<file path="src/rtl/dmem_arbiter_if.sv">
// Purpose : bundle of the two requester ports and the data-memory command/return path.
// Latency : n/a (wires only).
// Backpressure: requesters hold their request until the grant pulse; no other stall.
//
// Ports (by modport):
//   slave  - arbiter view: samples requests and memory read data, drives grants,
//            read-valid pulses, shared read data and the memory command.
//   master - requester/memory view: the mirror image of slave.
interface dmem_arbiter_if #(
  parameter int DW = 32,
  parameter int AW = 32
);
  logic          i_req0;
  logic          i_req1;
  logic          i_wen0;
  logic          i_wen1;
  logic [AW-1:0] i_addr0;
  logic [AW-1:0] i_addr1;
  logic [DW-1:0] i_wdata0;
  logic [DW-1:0] i_wdata1;
  logic          o_gnt0;
  logic          o_gnt1;
  logic          o_rvalid0;
  logic          o_rvalid1;
  logic [DW-1:0] o_rdata;
  logic          o_m_wen;
  logic [AW-1:0] o_m_addr;
  logic [DW-1:0] o_m_wdata;
  logic [DW-1:0] i_m_rdata;

  modport slave (
    input  i_req0, i_req1, i_wen0, i_wen1, i_addr0, i_addr1, i_wdata0, i_wdata1,
    input  i_m_rdata,
    output o_gnt0, o_gnt1, o_rvalid0, o_rvalid1, o_rdata,
    output o_m_wen, o_m_addr, o_m_wdata
  );

  modport master (
    output i_req0, i_req1, i_wen0, i_wen1, i_addr0, i_addr1, i_wdata0, i_wdata1,
    output i_m_rdata,
    input  o_gnt0, o_gnt1, o_rvalid0, o_rvalid1, o_rdata,
    input  o_m_wen, o_m_addr, o_m_wdata
  );
endinterface

</file>
<file path="src/rtl/dmem_arbiter.sv">
// Purpose : round-robin arbiter sharing one single-port data memory between core (port 0) and aux loader (port 1).
// Latency : request sampled in IDLE at T, grant + memory command at T+1, read-valid at T+2.
// Backpressure: one access per two cycles; a requester holds req/wen/addr/wdata until it sees its grant.
//
// Ports:
//   i_clk   - single clock, all state on the rising edge.
//   i_rst_n - synchronous active-low reset.
//   bus     - dmem_arbiter_if.slave: requests, grants, read-valid pulses,
//             shared read data (straight from memory) and registered memory command.
module dmem_arbiter #(
  parameter int DW = 32,
  parameter int AW = 32
) (
  input  logic           i_clk,
  input  logic           i_rst_n,
  dmem_arbiter_if.slave  bus
);

  typedef enum logic {
    IDLE  = 1'b0,
    ISSUE = 1'b1
  } state_t;

  state_t        state;
  logic          last_gnt1;   // 1 when port 1 won the most recent grant
  logic          pick1;
  logic          gnt0;
  logic          gnt1;
  logic          rvalid0;
  logic          rvalid1;
  logic          m_wen;
  logic [AW-1:0] m_addr;
  logic [DW-1:0] m_wdata;

  // Port 1 wins when it is alone, or when both ask and port 0 was served last.
  always_comb begin
    pick1 = bus.i_req1 & (~bus.i_req0 | ~last_gnt1);
  end

  always_ff @(posedge i_clk) begin
    if (!i_rst_n) begin
      state     <= IDLE;
      last_gnt1 <= 1'b1;      // port 0 has priority out of reset
      gnt0      <= 1'b0;
      gnt1      <= 1'b0;
      rvalid0   <= 1'b0;
      rvalid1   <= 1'b0;
      m_wen     <= 1'b0;
      m_addr    <= '0;
      m_wdata   <= '0;
    end else begin
      // Grants, read-valids and the write strobe are single-cycle pulses;
      // address and write data hold their last value.
      gnt0    <= 1'b0;
      gnt1    <= 1'b0;
      rvalid0 <= 1'b0;
      rvalid1 <= 1'b0;
      m_wen   <= 1'b0;
      case (state)
        IDLE: begin
          if (bus.i_req0 || bus.i_req1) begin
            state     <= ISSUE;
            last_gnt1 <= pick1;
            gnt0      <= ~pick1;
            gnt1      <= pick1;
            m_wen     <= pick1 ? bus.i_wen1   : bus.i_wen0;
            m_addr    <= pick1 ? bus.i_addr1  : bus.i_addr0;
            m_wdata   <= pick1 ? bus.i_wdata1 : bus.i_wdata0;
          end
        end
        ISSUE: begin
          // Memory returns data one cycle after the address, so the read-valid
          // lands in the IDLE cycle that follows; writes produce none.
          rvalid0 <= gnt0 & ~m_wen;
          rvalid1 <= gnt1 & ~m_wen;
          state   <= IDLE;
        end
        default: state <= IDLE;
      endcase
    end
  end

  assign bus.o_gnt0    = gnt0;
  assign bus.o_gnt1    = gnt1;
  assign bus.o_rvalid0 = rvalid0;
  assign bus.o_rvalid1 = rvalid1;
  assign bus.o_m_wen   = m_wen;
  assign bus.o_m_addr  = m_addr;
  assign bus.o_m_wdata = m_wdata;
  assign bus.o_rdata   = bus.i_m_rdata;

endmodule

</file>
<file path="src/flat_wrapper.sv">
// flat-port wrapper written by rule: the top's interface ports become plain ports
module dmem_arbiter_flat 
#(
  parameter int DW = 32,
  parameter int AW = 32
)
  (i_clk, i_rst_n, bus_i_req0, bus_i_req1, bus_i_wen0, bus_i_wen1, bus_i_addr0, bus_i_addr1, bus_i_wdata0, bus_i_wdata1, bus_i_m_rdata, bus_o_gnt0, bus_o_gnt1, bus_o_rvalid0, bus_o_rvalid1, bus_o_rdata, bus_o_m_wen, bus_o_m_addr, bus_o_m_wdata);
  dmem_arbiter_if #(.DW(DW), .AW(AW)) bus_i ();
  input  logic i_clk;
  input  logic i_rst_n;
  input wire logic [$bits(bus_i.i_req0)-1:0] bus_i_req0;
  input wire logic [$bits(bus_i.i_req1)-1:0] bus_i_req1;
  input wire logic [$bits(bus_i.i_wen0)-1:0] bus_i_wen0;
  input wire logic [$bits(bus_i.i_wen1)-1:0] bus_i_wen1;
  input wire logic [$bits(bus_i.i_addr0)-1:0] bus_i_addr0;
  input wire logic [$bits(bus_i.i_addr1)-1:0] bus_i_addr1;
  input wire logic [$bits(bus_i.i_wdata0)-1:0] bus_i_wdata0;
  input wire logic [$bits(bus_i.i_wdata1)-1:0] bus_i_wdata1;
  input wire logic [$bits(bus_i.i_m_rdata)-1:0] bus_i_m_rdata;
  output wire logic [$bits(bus_i.o_gnt0)-1:0] bus_o_gnt0;
  output wire logic [$bits(bus_i.o_gnt1)-1:0] bus_o_gnt1;
  output wire logic [$bits(bus_i.o_rvalid0)-1:0] bus_o_rvalid0;
  output wire logic [$bits(bus_i.o_rvalid1)-1:0] bus_o_rvalid1;
  output wire logic [$bits(bus_i.o_rdata)-1:0] bus_o_rdata;
  output wire logic [$bits(bus_i.o_m_wen)-1:0] bus_o_m_wen;
  output wire logic [$bits(bus_i.o_m_addr)-1:0] bus_o_m_addr;
  output wire logic [$bits(bus_i.o_m_wdata)-1:0] bus_o_m_wdata;
  assign bus_i.i_req0 = bus_i_req0;
  assign bus_i.i_req1 = bus_i_req1;
  assign bus_i.i_wen0 = bus_i_wen0;
  assign bus_i.i_wen1 = bus_i_wen1;
  assign bus_i.i_addr0 = bus_i_addr0;
  assign bus_i.i_addr1 = bus_i_addr1;
  assign bus_i.i_wdata0 = bus_i_wdata0;
  assign bus_i.i_wdata1 = bus_i_wdata1;
  assign bus_i.i_m_rdata = bus_i_m_rdata;
  assign bus_o_gnt0 = bus_i.o_gnt0;
  assign bus_o_gnt1 = bus_i.o_gnt1;
  assign bus_o_rvalid0 = bus_i.o_rvalid0;
  assign bus_o_rvalid1 = bus_i.o_rvalid1;
  assign bus_o_rdata = bus_i.o_rdata;
  assign bus_o_m_wen = bus_i.o_m_wen;
  assign bus_o_m_addr = bus_i.o_m_addr;
  assign bus_o_m_wdata = bus_i.o_m_wdata;
  dmem_arbiter #(.DW(DW), .AW(AW)) u_core (.i_clk(i_clk), .i_rst_n(i_rst_n), .bus(bus_i));
endmodule
</file>
<file path="config.mk">
export PLATFORM = sky130hd
export DESIGN_NAME = dmem_arbiter_flat
export DESIGN_NICKNAME = d
export VERILOG_FILES = /design/src/rtl/dmem_arbiter_if.sv /design/src/rtl/dmem_arbiter.sv /design/src/flat_wrapper.sv
export SDC_FILE = /design/constraint.sdc
export NUM_CORES = 1
export LEC_CHECK = 0
export ABC_AREA = 1
export CAP_MARGIN = 0
export CORE_MARGIN = 2
export CORE_UTILIZATION = 37
export CTS_CLUSTER_DIAMETER = 150
export CTS_CLUSTER_SIZE = 24
export DETAILED_ROUTE_END_ITERATION = 8
export GPL_TIMING_DRIVEN = 0
export PLACE_DENSITY_LB_ADDON = 0.25
export SLEW_MARGIN = 10
export SYNTH_ARGS = -nofsm -noshare
export SYNTH_HDL_FRONTEND = slang
export SYNTH_SLANG_ARGS = --single-unit
</file>
<file path="constraint.sdc">
create_clock -name i_clk -period 1.5 [get_ports i_clk]
set_input_delay 0.45 -clock i_clk [delete_from_list [all_inputs] [get_ports i_clk]]
set_output_delay 0.45 -clock i_clk [all_outputs]
set_load 0.02 [all_outputs]
</file>
==> key figures, run 1 <==
Routing
  • DR vias/cell: around 4.4
  • Remaining DRCs: 0
  • DR WL/cell: 12.5 um
  • DRT antenna net count: 0
  • DR iter-0 viols: between 300 and 400
  • Vias: between 4,000 and 5,000
  • Drt pass-1 iters: 4
  • WL final: around 13,000 um

Floorplan
  • # rows: 39
  • I/O Pins: between 200 and 300
  • Die Wd: roughly 110 um
  • Die Height: between 100 and 150 um
  • Initial core utilization: 0.375
  • DIE AREA: between 0.01 and 0.015 sq mm
  • Core area: between 0.01 and 0.015 sq mm

GRT
  • Largest net degree at the start of global routing: 15
  • GR Overflow Total: 0
  • Number of global-route vias before repair: ~4,400
  • Initial antenna violation count: 0
  • Total GRT Usage: 0.210
  • First-pass GRT wire length: about 21,000 um

Cells and area
  • Multi-input logic area: 0.00209 sq mm
  • Share of post-route cells with drive strength above 1: 0.104
  • Fillers: roughly 1,100
  • Inserted Diodes: 0
  • Area growth, synth to finish: 65.7%
  • FF/Latch Area: ~0.0014 sq mm
  • Non-filler cells, final: ~1,100
  • Fin nets: between 1,000 and 1,500

Run
  • MaxCap Viol Count: 0

Critical path
  • CP top delay family: buffers and inverters
  • CP max stage cell: dlygate4sd2_1
  • CP Max Fanout: 2
  • CP endpoint: bus_o_m_wdata[5]
  • Reg2Reg Depth: 6
  • Crit-path cells: dlygate4sd2_1
  • CP endpoint kind: primary output
  • Worst Path Buf+Inv: 1
  • Max stage delay on crit path: 0.37 ns
  • R2R Setup Slk: approximately 0.27 ns
  • Worst EP arrival: between 1 and 1.5 ns
  • WP depth: 1
  • Worst setup startpoint: u_core.bus.o_m_wdata[5]
  • Crit path kind: register to primary output
  • Critical Path Start Type: register
  • WP data required: 1.05 ns
  • RR Startpoint: u_core.state
  • Reg2reg end: u_core.bus.o_m_wdata[30]

Synth
  • Post-synthesis mux area share: 0
  • Register area share after synthesis: 0.336
  • Compound-cell area share of the yosys netlist: 0.118
  • Top FF cell, synth: dfxtp_1
  • Area leader, netlist: dfxtp_1
  • Xor/xnor share of the synthesized area: 0
  • Async SR Flop Fraction: 0
  • Cell with the most instances after synthesis: nand2_1
  • Area of the mapped netlist: between 0.004 and 0.005 sq mm
  • #FFs+latches synth: 71
  • Post-synthesis adder-cell area fraction: 0
  • Number of synthesized flops with an enable pin: 0
  • Cells after synthesis: between 600 and 700
  • Largest cells by area after synthesis: dfxtp_1 34%, nand2_1 18%, nor2_1 12%, a21boi_0 8.9%, nand3_1 7.6%
  • YS warnings: 0
  • Post-synthesis simple-gate area fraction: 0.374
  • Largest family of logic cells by synthesized area: simple AND/OR/NAND/NOR gates
  • Top cells by count, synth: 198 x nand2_1, 132 x nor2_1, 71 x dfxtp_1, 66 x inv_1, 64 x nand3_1
  • Syn avg cell area: 6.20 sq um
  • Netlist cell types: 16
  • Post-synth top area share: 0.336
  • Synthesized Nets: ~850

STA
  • Tmin final: 1.47 ns
  • Final Worst Setup Slack: between 0.03 and 0.04 ns
  • # setup viols final: 0
  • Peak Freq: a little under 700 MHz
  • Final max-slew violation count: 0
  • Worst slew pin tran: around 0.52 ns
  • Final hold violation count: 0
  • Final period utilization: 0.979
  • RSZ-0062 raised after global routing: false
  • Rel. slew slack: 0.651
  • Skew final: 0.00704 ns

Worst hold path
  • Type of the most critical hold path: register to register

Place
  • Placer Congestion: about 0.84
  • I/O Buffers: ~230
  • Pre-CTS setup slack: -0.598 ns
  • Placed Cells: 1,058
  • Post-DP HPWL: slightly above 10,000 um

Clock tree
  • Root Buffer: clkbuf_16
  • Clk sink count: 71
  • CTS Buffer Depth: 2
  • # H-tree levels: 3
  • Clock Pin Slew Worst Setup and Hold Paths: approximately 0.060 ns
  • Hold Buf Count CTS: 0
  • Worst skew pair latency: around 0.33 ns
  • Total clock buffers created by CTS: 9
  • CTS tree: done

Pwr
  • Overall Power: 6.19 mW
  • Pwr dens: ~880 mW/mm^2
  • Max rail drop VDD: 0.000608 V
  • Leak: approximately 3.5 nW

Outcome
  • Status: complete, no violations
## state kept, by name, indices dropped and copies added, names as in the netlist
register and flops:
u_core.bus.o_rvalid0 1, u_core.bus.o_gnt0 1, u_core.bus.o_m_wen 1, u_core.bus.o_gnt1 1
u_core.state 1, u_core.bus.o_m_addr 32, u_core.bus.o_m_wdata 32, u_core.bus.o_rvalid1 1
u_core.last_gnt1 1
## timing repair
item                                    4_1_cts  5_1_grt
endpoints found under the setup margin      170       79
gates cloned                                  0        0
resized for setup                           128       40
setup buffers                                 2        0
pin swaps                                     0        0
## per-stage QoR
stage	cell area [sq um]	utilization	setup TNS (ns)	hold slack [ns]
2_1_floorplan	4230	-	0	0.446
3_3_place_gp	6740	0.598	-34.48	0.459
3_5_place_dp	6740	0.598	-36.28	0.459
4_1_cts	6970	0.618	-0.00164	0.469
5_1_grt	7010	0.622	0	0.500
6_report	7010	0.622	0	0.475
## metal layers
layer | global-route usage | part of all wire
met5 | 0 | 0
met2 | 0.361 | 0.49
met1 | 0.263 | 0.43
met4 | 0.0725 | 0.023
met3 | 0.0426 | 0.058
## report_power, final
| part | switching [mW] | leakage (nW) | internal (mW) |
|---|---|---|---|
| registers | 0.0869 | 0.590 | 2.07 |
| logic | 1.04 | 2.83 | 0.954 |
| clock network | 0.899 | 0.125 | 1.14 |
| total | 2.02 | 3.55 | 4.16 |
## layout by cell type, fill, tap and decap left out, drive strengths merged
| cell | count |
|---|---|
| clkbuf | 20 |
| dlymetal6s2s | 1 |
| a21boi | 64 |
| o211ai | 1 |
| nor3b | 2 |
| nand2 | 199 |
| clkdlybuf4s15 | 12 |
| inv | 69 |
| a21oi | 1 |
| nor2 | 132 |
| o21bai | 1 |
| clkinvlp | 4 |
| buf | 72 |
| clkdlybuf4s50 | 130 |
| dlygate4sd2 | 89 |
| nand3 | 64 |
| dfxtp | 71 |
## layout make-up
type                            instances  area share
Timing Repair Buffer                  235       0.319
Sequential cell                        71       0.203
Clock buffer                            9      0.0321
Multi-Input combinational cell        464       0.298
Buffer                                 80      0.0796
Inverter                               66      0.0354
Clock inverter                          7     0.00804
Tap cell                              143      0.0255
## cell families (layout without fill, tap and decap cells)
family	count (synthesis)	in the layout
simple gates	397	397
buf+inv	147	397
flops	71	71
compound gates	67	67
## how the worst min path moves through the flow
stage / start / end / depth (start not counted)
global placement: u_core.bus.o_m_wen / u_core.bus.o_rvalid1 / 1
floorplan: u_core.last_gnt1 / u_core.last_gnt1 / 2
detailed placement: u_core.bus.o_m_wen / u_core.bus.o_rvalid0 / 1
global route: u_core.bus.o_gnt0 / u_core.bus.o_rvalid0 / 1
CTS: u_core.bus.o_m_wen / u_core.bus.o_rvalid1 / 1
finish: u_core.bus.o_m_wen / u_core.bus.o_rvalid0 / 1
(Power assumes the default switching activity.)
==> inputs of run 2 (changes only) <==
CORE_UTILIZATION = 30   (was 37)
==> key figures, run 2 (synthesis gave the netlist of run 1 again) <==
Outcome
  • Status: complete, no violations

Routing
  • DR WL/cell: 12.6 um (+0.44%)
  • WL final: 14,000 um (+4.1%)
  • Vias: 4,731 (-0.76%)
  • Drt pass-1 iters: 5 (+1)
  • Remaining DRCs: 0 (unchanged)
  • DR vias/cell: 4.25 (-4.2%)
  • DR iter-0 viols: 215 (-38%)
  • DRT antenna net count: 0 (unchanged)

GRT
  • Total GRT Usage: 0.182 (-0.0287)
  • Number of global-route vias before repair: 4,235 (-2.9%)
  • Largest net degree at the start of global routing: 12 (-3)
  • Initial antenna violation count: 0 (unchanged)
  • First-pass GRT wire length: 21,300 um (-0.13%)
  • GR Overflow Total: 0 (unchanged)

STA
  • RSZ-0062 raised after global routing: false
  • # setup viols final: 0 (unchanged)
  • Tmin final: 1.46 ns (-0.00773 ns)
  • Rel. slew slack: 0.664 (+0.0132)
  • Worst slew pin tran: 0.504 ns (-0.0197 ns)
  • Final Worst Setup Slack: 0.0388 ns (+0.00773 ns)
  • Peak Freq: 684 MHz (+0.53%)
  • Setup tns final: 0 ns (unchanged)
  • Skew final: 0.00485 ns (-0.00219 ns)
  • Final period utilization: 0.974 (-0.00516)
  • Final hold violation count: 0 (unchanged)
  • Final max-slew violation count: 0 (unchanged)
  • Hold Slack: 0.463 ns (-0.0116 ns)

Cells and area
  • Fin nets: 1,095 (+0.18%)
  • Most frequent cells in the layout: 197 x nand2_1, 130 x nor2_1, 130 x clkdlybuf4s50_1
  • Fin area: 0.00709 sq mm (+1.1%)
  • Inserted Diodes: 0 (unchanged)
  • Share of post-route cells with drive strength above 1: 0.108 (+0.00406)
  • Fillers: 1,427 (+30%)
  • Most common cell after layout, fill and taps aside: nand2_1
  • Area growth, synth to finish: 67.6%
  • Final Util: 0.512 (-0.109)

Clock tree
  • Hold Buf Count CTS: 0 (unchanged)
  • Clk sink count: 71 (unchanged)
  • # H-tree levels: 3 (unchanged)
  • CTS Buffer Depth: 2 (unchanged)
  • Worst skew pair latency: 0.33 ns (about the same)
  • Total clock buffers created by CTS: 9 (unchanged)
  • CTS tree: done
  • Root Buffer: clkbuf_16
  • Clock Pin Slew Worst Setup and Hold Paths: 0.06 ns (about the same)

Pwr
  • Switching Fraction: 0.307 (-0.0202)
  • Combinational power share: 0.321 (about the same)
  • Pwr dens: 887 mW/mm^2 (+0.49%)
  • Clock power frac: 0.336 (+0.007)
  • Seq pwr share: 0.343 (-0.006)
  • Max rail drop VDD: 0.000621 V (+2.0%)
  • Internal power: 4.36 mW (+4.7%)
  • Sw power: 1.93 mW (-4.6%)
  • Leak: 3.53 nW (-0.50%)

Place
  • Pre-CTS setup slack: -0.640 ns (-0.0420 ns)
  • I/O Buffers: 233 (unchanged)
  • Post-DP HPWL: 10,400 um (+1.9%)
  • Placer Congestion: 0.779 (-7.3%)
  • DP Area: 0.00679 sq mm (+0.69%)

Floorplan
  • I/O Pins: 267 (unchanged)
  • Die Height: 123 um (+11%)
  • Core area: 0.0138 sq mm (+23%)
  • # rows: 43 (+10%)
  • Die Wd: 123 um (+11%)
  • Initial core utilization: 0.306 (-0.0693)
  • DIE AREA: 0.0151 sq mm (+22%)

Critical path
  • CP Max Fanout: 2 (unchanged)
  • CP endpoint kind: primary output
  • Worst Path Buf+Inv: 1 (unchanged)
  • Crit path kind: register to primary output
  • CP max stage cell: dlygate4sd2_1
  • CP top delay family: buffers and inverters
  • Crit-path cells: dlygate4sd2_1
  • Critical Path Start Type: register
  • WP data required: 1.05 ns (about the same)
  • Worst EP arrival: 1.01 ns (about the same)
  • Max stage delay on crit path: 0.36 ns (about the same)

Run
  • MaxCap Viol Count: 0 (unchanged)

Worst hold path
  • Type of the most critical hold path: register to register
==> run 2: final timing paths <==
kind,slack [ns],to,cells after the start,startpoint
setup reg to reg,0.24,u_core.bus.o_m_wdata[9],6,u_core.state
setup / recovery,0.04,bus_o_m_wdata[8],1,u_core.bus.o_m_wdata[8]
hold / removal,0.46,u_core.bus.o_rvalid0,1,u_core.bus.o_m_wen
hold reg to reg,0.46,u_core.bus.o_rvalid0,1,u_core.bus.o_m_wen
==> run 2: routing by layer <==
layer  track usage  vias to the layer above  part of all wire
met5             0                        -                 0
met1         0.227                     2010              0.43
met3        0.0660                       13             0.095
met4        0.0532                        0             0.013
met2         0.292                      164              0.46
li1              -                     2544                 -
==> run 2: what timing repair did <==
item	4_1_cts	5_1_grt
resized for setup	139	40
buffers inserted	1	0
gates cloned	2	0
pin swaps	1	1
setup endpoints to repair	170	97
==> run 2: per-stage QoR <==
| step | total power [mW] | instances |
|---|---|---|
| finish | 6.29 | 1114 |
| global route | 6.68 | 1114 |
| CTS | 6.36 | 1114 |
| detailed placement | 4.31 | 1095 |
| global placement | 4.30 | 1095 |
| floorplan | 3.31 | 682 |
==> run 2: area by class of cell <==
cell class	count	area (sq um)	area share
Sequential cell	71	1420	0.201
Inverter	66	248	0.0350
Multi-Input combinational cell	464	2090	0.295
Tap cell	180	225	0.0318
Timing Repair Buffer	236	2250	0.317
Clock inverter	4	45.0	0.00636
Clock buffer	12	246	0.0348
Buffer	81	559	0.0789
==> run 2: power groups by stage <==
stage | Combinational (mW) | Sequential, mW | Clock, mW
2_1_floorplan | 0.889 | 2.42 | 0
3_3_place_gp | 2.10 | 2.19 | 0
3_5_place_dp | 2.11 | 2.20 | 0
4_1_cts | 2.03 | 2.16 | 2.18
5_1_grt | 2.22 | 2.18 | 2.27
6_report | 2.02 | 2.16 | 2.11
